## src/rtl/pe_seq_if.sv

```systemverilog
`default_nettype none
// ============================================================================
// Module      : pe_seq_if
// Description : Host/program-load and pe-control bundle for the pe_seq
//               microcode sequencer.
//               master : host side. Drives prog_we/prog_addr/prog_data/start
//                        (and step when PE_SEQ_STEP_EN is defined). Observes
//                        busy/done/pc_o and the pe controls.
//               slave  : sequencer side.
//               Optional feature macro: PE_SEQ_STEP_EN adds the 1-bit step
//               input.
// Revision    : 1.0 - initial release
// ============================================================================
interface pe_seq_if #(
    parameter int PC_W = 5
);
    logic            prog_we;
    logic [PC_W-1:0] prog_addr;
    logic [19:0]     prog_data;
    logic            start;
`ifdef PE_SEQ_STEP_EN
    logic            step;
`endif
    logic            busy;
    logic            done;
    logic [PC_W-1:0] pc_o;
    logic [2:0]      w;
    logic [2:0]      ra;
    logic [2:0]      rb;
    logic [2:0]      src;
    logic [2:0]      op;
    logic            imm;
    logic            re;

    modport master (
        output prog_we, prog_addr, prog_data, start,
`ifdef PE_SEQ_STEP_EN
        output step,
`endif
        input  busy, done, pc_o, w, ra, rb, src, op, imm, re
    );

    modport slave (
        input  prog_we, prog_addr, prog_data, start,
`ifdef PE_SEQ_STEP_EN
        input  step,
`endif
        output busy, done, pc_o, w, ra, rb, src, op, imm, re
    );
endinterface
`default_nettype wire

```

## src/rtl/pe_seq.sv

```systemverilog
`default_nettype none
// ============================================================================
// Module      : pe_seq
// Description : Microcode sequencer feeding the SIMD pe array. It holds a
//               PROG_DEPTH-entry program of 20-bit words and issues one
//               registered control set per cycle. It supports counted loops
//               (SETLOOP/BNZ) and HALT.
//               Ports  : clk, rst (async, active-high), bus (pe_seq_if.slave)
//                        bus inputs : prog_we, prog_addr, prog_data, start
//                                     (+ step with PE_SEQ_STEP_EN)
//                        bus outputs: busy, done, pc_o, w, ra, rb, src, op,
//                                     imm, re
//               Word   : [2:0]w [5:3]ra [8:6]rb [11:9]src [14:12]op [15]imm
//                        [16]re [17]rsvd [19:18]ctl
//               Option : PE_SEQ_STEP_EN - RUN advances only when step=1.
// Revision    : 1.0 - initial release
// ============================================================================
module pe_seq #(
    parameter int PROG_DEPTH = 32,
    parameter int PC_W       = (PROG_DEPTH > 1) ? $clog2(PROG_DEPTH) : 1,
    parameter int LOOP_W     = 8
) (
    input wire      clk,
    input wire      rst,
    pe_seq_if.slave bus
);

    localparam logic [1:0] c_ST_IDLE = 2'd0;
    localparam logic [1:0] c_ST_RUN  = 2'd1;
    localparam logic [1:0] c_ST_DONE = 2'd2;

    localparam logic [1:0] c_CTL_EXEC    = 2'b00;
    localparam logic [1:0] c_CTL_SETLOOP = 2'b01;
    localparam logic [1:0] c_CTL_BNZ     = 2'b10;
    localparam logic [1:0] c_CTL_HALT    = 2'b11;

    // Control bundle layout matches word[16:0]: {re, imm, op, src, rb, ra, w}.
    // NOP selects the constant-0 source so the pe array sees no data change.
    localparam logic [16:0] c_NOP_CTRL = {1'b0, 1'b0, 3'd0, 3'b111, 3'd0, 3'd0, 3'd0};

    localparam logic [PC_W-1:0] c_PC_LAST    = PC_W'(PROG_DEPTH - 1);
    localparam logic [PC_W:0]   c_DEPTH_EXT  = (PC_W + 1)'(PROG_DEPTH);

    logic [19:0]       r_mem [PROG_DEPTH];

    logic [1:0]        r_state;
    logic [1:0]        w_state_nxt;
    logic [PC_W-1:0]   r_pc;
    logic [PC_W-1:0]   w_pc_nxt;
    logic [PC_W-1:0]   w_pc_inc;
    logic [LOOP_W-1:0] r_lc;
    logic [LOOP_W-1:0] w_lc_nxt;
    logic [16:0]       r_ctrl;
    logic [16:0]       w_ctrl_nxt;
    logic              r_done;
    logic              w_done_nxt;

    logic [19:0]       w_word;
    logic              w_mem_we;
    logic              w_adv;
    logic              w_unused_rsvd;

`ifdef PE_SEQ_STEP_EN
    assign w_adv = bus.step;
`else
    assign w_adv = 1'b1;
`endif

    // Writes are only accepted while idle so a running program is never
    // modified underneath itself; out-of-range addresses are dropped.
    assign w_mem_we = (r_state == c_ST_IDLE) && bus.prog_we &&
                      ({1'b0, bus.prog_addr} < c_DEPTH_EXT);

    always_ff @(posedge clk) begin
        if (w_mem_we) begin
            r_mem[bus.prog_addr] <= bus.prog_data;
        end
    end

    assign w_word        = r_mem[r_pc];
    assign w_unused_rsvd = w_word[17];
    assign w_pc_inc      = (r_pc == c_PC_LAST) ? '0 : r_pc + 1'b1;

    always_comb begin
        w_state_nxt = r_state;
        w_pc_nxt    = r_pc;
        w_lc_nxt    = r_lc;
        w_ctrl_nxt  = c_NOP_CTRL;
        w_done_nxt  = 1'b0;
        case (r_state)
            c_ST_IDLE: begin
                if (bus.start) begin
                    w_state_nxt = c_ST_RUN;
                    w_pc_nxt    = '0;
                end
            end
            c_ST_RUN: begin
                // A stalled cycle keeps pc/lc and issues NOP so the pe
                // registers are not rewritten with a repeated word.
                if (w_adv) begin
                    case (w_word[19:18])
                        c_CTL_EXEC: begin
                            w_ctrl_nxt = w_word[16:0];
                            w_pc_nxt   = w_pc_inc;
                        end
                        c_CTL_SETLOOP: begin
                            w_lc_nxt = w_word[LOOP_W-1:0];
                            w_pc_nxt = w_pc_inc;
                        end
                        c_CTL_BNZ: begin
                            if (r_lc != '0) begin
                                w_lc_nxt = r_lc - 1'b1;
                                w_pc_nxt = w_word[PC_W-1:0];
                            end else begin
                                w_pc_nxt = w_pc_inc;
                            end
                        end
                        c_CTL_HALT: begin
                            w_state_nxt = c_ST_DONE;
                            w_done_nxt  = 1'b1;
                        end
                        default: begin
                            w_state_nxt = c_ST_IDLE;
                        end
                    endcase
                end
            end
            c_ST_DONE: begin
                w_state_nxt = c_ST_IDLE;
            end
            default: begin
                w_state_nxt = c_ST_IDLE;
            end
        endcase
    end

    always_ff @(posedge clk or posedge rst) begin
        if (rst) begin
            r_state <= c_ST_IDLE;
            r_pc    <= '0;
            r_lc    <= '0;
            r_ctrl  <= c_NOP_CTRL;
            r_done  <= 1'b0;
        end else begin
            r_state <= w_state_nxt;
            r_pc    <= w_pc_nxt;
            r_lc    <= w_lc_nxt;
            r_ctrl  <= w_ctrl_nxt;
            r_done  <= w_done_nxt;
        end
    end

    assign bus.busy = (r_state != c_ST_IDLE);
    assign bus.done = r_done;
    assign bus.pc_o = r_pc;
    assign bus.w    = r_ctrl[2:0];
    assign bus.ra   = r_ctrl[5:3];
    assign bus.rb   = r_ctrl[8:6];
    assign bus.src  = r_ctrl[11:9];
    assign bus.op   = r_ctrl[14:12];
    assign bus.imm  = r_ctrl[15];
    assign bus.re   = r_ctrl[16];

endmodule
`default_nettype wire

```

## src/flat_wrapper.sv

```systemverilog
// flat-port wrapper written by rule: the top's interface ports become plain ports
module pe_seq_flat 
#(
    parameter int PROG_DEPTH = 32,
    parameter int PC_W       = (PROG_DEPTH > 1) ? $clog2(PROG_DEPTH) : 1,
    parameter int LOOP_W     = 8
)
  (clk, rst, bus_prog_we, bus_prog_addr, bus_prog_data, bus_start, bus_busy, bus_done, bus_pc_o, bus_w, bus_ra, bus_rb, bus_src, bus_op, bus_imm, bus_re);
  pe_seq_if #(.PC_W(PC_W)) bus_i ();
  input wire clk;
  input wire rst;
  input wire logic [$bits(bus_i.prog_we)-1:0] bus_prog_we;
  input wire logic [$bits(bus_i.prog_addr)-1:0] bus_prog_addr;
  input wire logic [$bits(bus_i.prog_data)-1:0] bus_prog_data;
  input wire logic [$bits(bus_i.start)-1:0] bus_start;
  output wire logic [$bits(bus_i.busy)-1:0] bus_busy;
  output wire logic [$bits(bus_i.done)-1:0] bus_done;
  output wire logic [$bits(bus_i.pc_o)-1:0] bus_pc_o;
  output wire logic [$bits(bus_i.w)-1:0] bus_w;
  output wire logic [$bits(bus_i.ra)-1:0] bus_ra;
  output wire logic [$bits(bus_i.rb)-1:0] bus_rb;
  output wire logic [$bits(bus_i.src)-1:0] bus_src;
  output wire logic [$bits(bus_i.op)-1:0] bus_op;
  output wire logic [$bits(bus_i.imm)-1:0] bus_imm;
  output wire logic [$bits(bus_i.re)-1:0] bus_re;
  assign bus_i.prog_we = bus_prog_we;
  assign bus_i.prog_addr = bus_prog_addr;
  assign bus_i.prog_data = bus_prog_data;
  assign bus_i.start = bus_start;
  assign bus_busy = bus_i.busy;
  assign bus_done = bus_i.done;
  assign bus_pc_o = bus_i.pc_o;
  assign bus_w = bus_i.w;
  assign bus_ra = bus_i.ra;
  assign bus_rb = bus_i.rb;
  assign bus_src = bus_i.src;
  assign bus_op = bus_i.op;
  assign bus_imm = bus_i.imm;
  assign bus_re = bus_i.re;
  pe_seq #(.PROG_DEPTH(PROG_DEPTH), .PC_W(PC_W), .LOOP_W(LOOP_W)) u_core (.clk(clk), .rst(rst), .bus(bus_i));
endmodule
```

## config.mk

```make
export PLATFORM = sky130hd
export DESIGN_NAME = pe_seq_flat
export DESIGN_NICKNAME = d
export VERILOG_FILES = /design/src/rtl/pe_seq_if.sv /design/src/rtl/pe_seq.sv /design/src/flat_wrapper.sv
export SDC_FILE = /design/constraint.sdc
export NUM_CORES = 1
export LEC_CHECK = 0
export BUFFER_PORTS_ARGS = -buffer_cell sky130_fd_sc_hd__buf_2
export CAP_MARGIN = 20
export CORE_MARGIN = 1
export CORE_UTILIZATION = 50
export DETAILED_ROUTE_END_ITERATION = 8
export PLACE_DENSITY = 0.66
export SLEW_MARGIN = 20
export SYNTH_ARGS = -nofsm -noshare
export SYNTH_HDL_FRONTEND = slang
export SYNTH_SLANG_ARGS = --single-unit
```

## constraint.sdc

```tcl
create_clock -name clk -period 8.61 [get_ports clk]
set_clock_uncertainty 0.1 [all_clocks]
set_input_delay 1.722 -clock clk [delete_from_list [all_inputs] [get_ports clk]]
set_output_delay 1.722 -clock clk [all_outputs]
set_load 0.005 [all_outputs]
```

==> summary.txt <==
Outcome
  – Status: completed

STA
  – Least-Margin Pin Slew: around 1.1 ns
  – Max-Slew Margin vs Limit: ~29%
  – Min cycle time layout: around 4.3 ns
  – RSZ-0062 raised after global routing: no
  – FMAX: 231.0 MHz
  – Max-slew violations: 0
  – Tcrit/Tclk final: approximately 50%
  – Final count of negative-setup-slack endpoints: 0
  – Final hold violation count: 0
  – Post-route setup TNS: 0 ns

CTS
  – Cts bufs inserted: slightly above 60
  – Bufs on Longest Clock Path: 3
  – Clk sinks: between 600 and 700
  – Worst-Skew Late Latency: 0.62 ns
  – Hold-fix buffers at CTS: 0
  – Post-CTS setup buffers: 0
  – Number of gates resized after cts: 0
  – CTS H-tree depth: 2
  – Clk slew on worst S/H paths: around 0.060 ns
  – Clock Tree Root: clkbuf_16
  – CTS tree: done

Logic synthesis
  – Synth top area cells: edfxtp_1 74%, mux4_2 15%, dfrtp_1 3.0%, mux2i_1 1.3%, nor2_1 0.73%
  – Post-synth ARST share: under 10%
  – Top-area cell type share of the netlist area: about 74%
  – Synth Area per Inst: about 22 um2
  – Netlist Area Pre-Place: 24780 um2
  – Post-Syn Nets: between 1000 and 1500
  – Cell count after synthesis: between 1000 and 1500
  – Top FF cell, synth: edfxtp_1
  – Sequential area share after synthesis: 77.02%
  – Ys Warns: 0
  – Netlist cell types: 58
  – Leading area contributor after synthesis: edfxtp_1
  – Seq cells post-synth: around 640
  – Post-synth EDFFs: ~610

Place
  – Post-DP HPWL: 30510 um
  – I/O Buffers: roughly 50
  – RD Place Congestion: about 0.84
  – Placed cells: between 1500 and 2000

Route
  – DR DRC count: 0
  – Per-cell routed wire length: 28.19 um
  – Initial drt markers: about 1300
  – Drt pass-1 iters: 5
  – Antenna viol nets, final: 0
  – Routed vias: 11850
  – Final WL: 54880 um
  – Post-DR vias/cell: roughly 6.1

Critical path
  – Worst setup SP type: flop
  – Critical Path Sink Type: flop
  – Max FO, Critical Path: 115
  – Critical path's largest stage delay: 0.80 ns
  – Largest delay share family, worst path: simple AND/OR/NAND/NOR gates
  – CP dominant cell by count: mux4_2
  – Crit Path Class: reg2reg
  – Arrival time at the worst endpoint: approximately 4.8 ns
  – Worst-path cell chain: buf_12, mux4_2, mux4_2, nor2_2, nor3_1, or3_1, nand3b_1
  – Worst path bufs/invs: 1
  – CP required: around 9 ns
  – Crit path max-delay cell type: or3_1

GRT
  – Vias in the first global route: ~12000
  – GR Util All Layers: between 20 and 25%
  – Grt total ovfl: 0
  – Largest net degree at the start of global routing: ~120
  – First-pass GRT wire length: between 80000 and 90000 um
  – Initial antenna violation count: 3

Finish
  – Synth-to-Final Area Change: 13.13%
  – Final cell count without fillers: approximately 2000
  – Filler cell count: around 3500
  – Layout cells sized above 1: a little under a third
  – Final nets: approximately 1300

Die
  – Die X: about 220 um
  – Core area: 48950 um2
  – Die ar.: ~50000 um2
  – Die height: 224.6 um
  – # IOs: 53
  – Num rows: between 80 and 90
  – Starting Density: roughly half

Job
  – # Max-Cap Violations: 0

Pwr
  – Pwr/cell area: 297.5 nW/um2
  – Max VDD drop: about 260 uV
  – Cell leakage power: roughly 0.009 uW

Worst hold path
  – Class of the worst hold path: reg2reg
final cells by class:
| type | count | area, um2 | share of cell area [%] |
|---|---|---|---|
| clock buffer | 73 | 1613 | 5.753 |
| antenna | 1 | 2.502 | 0.008926 |
| sequential | 641 | 19100 | 68.11 |
| multi-input combinational | 424 | 5421 | 19.34 |
| tap | 664 | 830.8 | 2.963 |
| clock inverter | 40 | 451.7 | 1.611 |
| inverter | 12 | 45.04 | 0.1607 |
| timing repair buffer | 92 | 575.6 | 2.053 |
cell usage after synthesis, types with 7 or more instances:
library cell  count
or3_1             7
nor2_1           48
o221ai_1          8
buf_2            10
clkbuf_1         27
dfrtp_1          30
inv_1            10
mux2i_1          32
o21ai_0           7
edfxtp_1        608
buf_4             9
nand2_1          42
nand3b_1          7
mux4_2          164
a21oi_1          21
worst reg2reg max path, cell delays in order, from the launching register on:
cell and delay [ns]:
dfrtp_4 0.71, buf_12 0.68, mux4_2 0.75, mux4_2 0.53, nor2_2 0.17, nor3_1 0.15
or3_1 0.80, nand3b_1 0.36
cells in the final DEF (no fill, tap or decap), drive strengths merged, types with 7 or more instances in the layout:
cell type and n:
clkinv 29, mux2i 32, o21ai 8, bufinv 9
inv 13, nor2 49, or3 7, clkbuf 73
a21oi 21, buf 92, nand2 42, edfxtp 608
dfrtp 30, mux4 164, nand3b 7, o221ai 8
sequential cells by signal (all words and copies together), names as in the netlist:
| signal | flops |
|---|---|
| u_core.r_mem | 608 |
| u_core.bus.pc_o | 5 |
| u_core.r_ctrl | 17 |
| u_core.r_state | 2 |
| u_core.bus.done | 1 |
| u_core.r_lc | 8 |
routing by layer:
metal	wire, um	global-route usage (%)	up-vias
li1	-	-	4948
met1	23250	32.67	6354
met2	26850	36.30	480
met3	3872	3.971	71
met4	910	4.894	0
met5	0	0	-
cell families (layout without fill, tap and decap cells):
kind of cell    Yosys count  after routing  synth area share (%)
compound gates           78             78                 2.317
xor+xnor                  2              2               0.07069
fa+ha+maj                 3              3                0.1515
buf+inv                  70            217                 1.429
flops                   641            641                 77.02
mux                     198            198                 16.29
other cells               0              1                     0
simple gates            143            143                 2.726
through the flow:
stage                     util [%]  setup WS [ns]  total power [uW]  area (um2)  hold WS, ns
after floorplan                  -          5.014              5160       24780       0.4059
after global placement       53.05          4.169              5655       25970       0.4263
after detailed placement     53.05          4.168              5674       25970       0.4367
after CTS                    57.27          4.148              8413       28030       0.4468
after global routing         57.27          3.990              8657       28030       0.4914
final                        57.27          4.280              8341       28040       0.4458
report_power, final:
part / internal, uW / total (uW) / switching (uW) / leakage, uW
Clock: 1610 / 2750 / 1140 / 0.00102
Sequential: 3510 / 3620 / 114 / 0.00589
Combinational: 936 / 1970 / 1030 / 0.00204
final timing paths:
path                                    start                  to  slack, ns  cells after the start
setup / recovery           u_core.bus.pc_o[0]    u_core.r_ctrl[9]       4.28                      7
max in group asynchronous                 rst  u_core.bus.pc_o[1]       6.88                      3
min in group asynchronous                 rst  u_core.bus.pc_o[3]       1.12                      3
hold reg to reg                u_core.r_lc[6]      u_core.r_lc[6]       0.45                      2
hold / removal                 u_core.r_lc[6]      u_core.r_lc[6]       0.45                      2
setup reg to reg           u_core.bus.pc_o[0]    u_core.r_ctrl[9]       4.28                      7
Note: power is estimated with default switching activity, not from simulation.
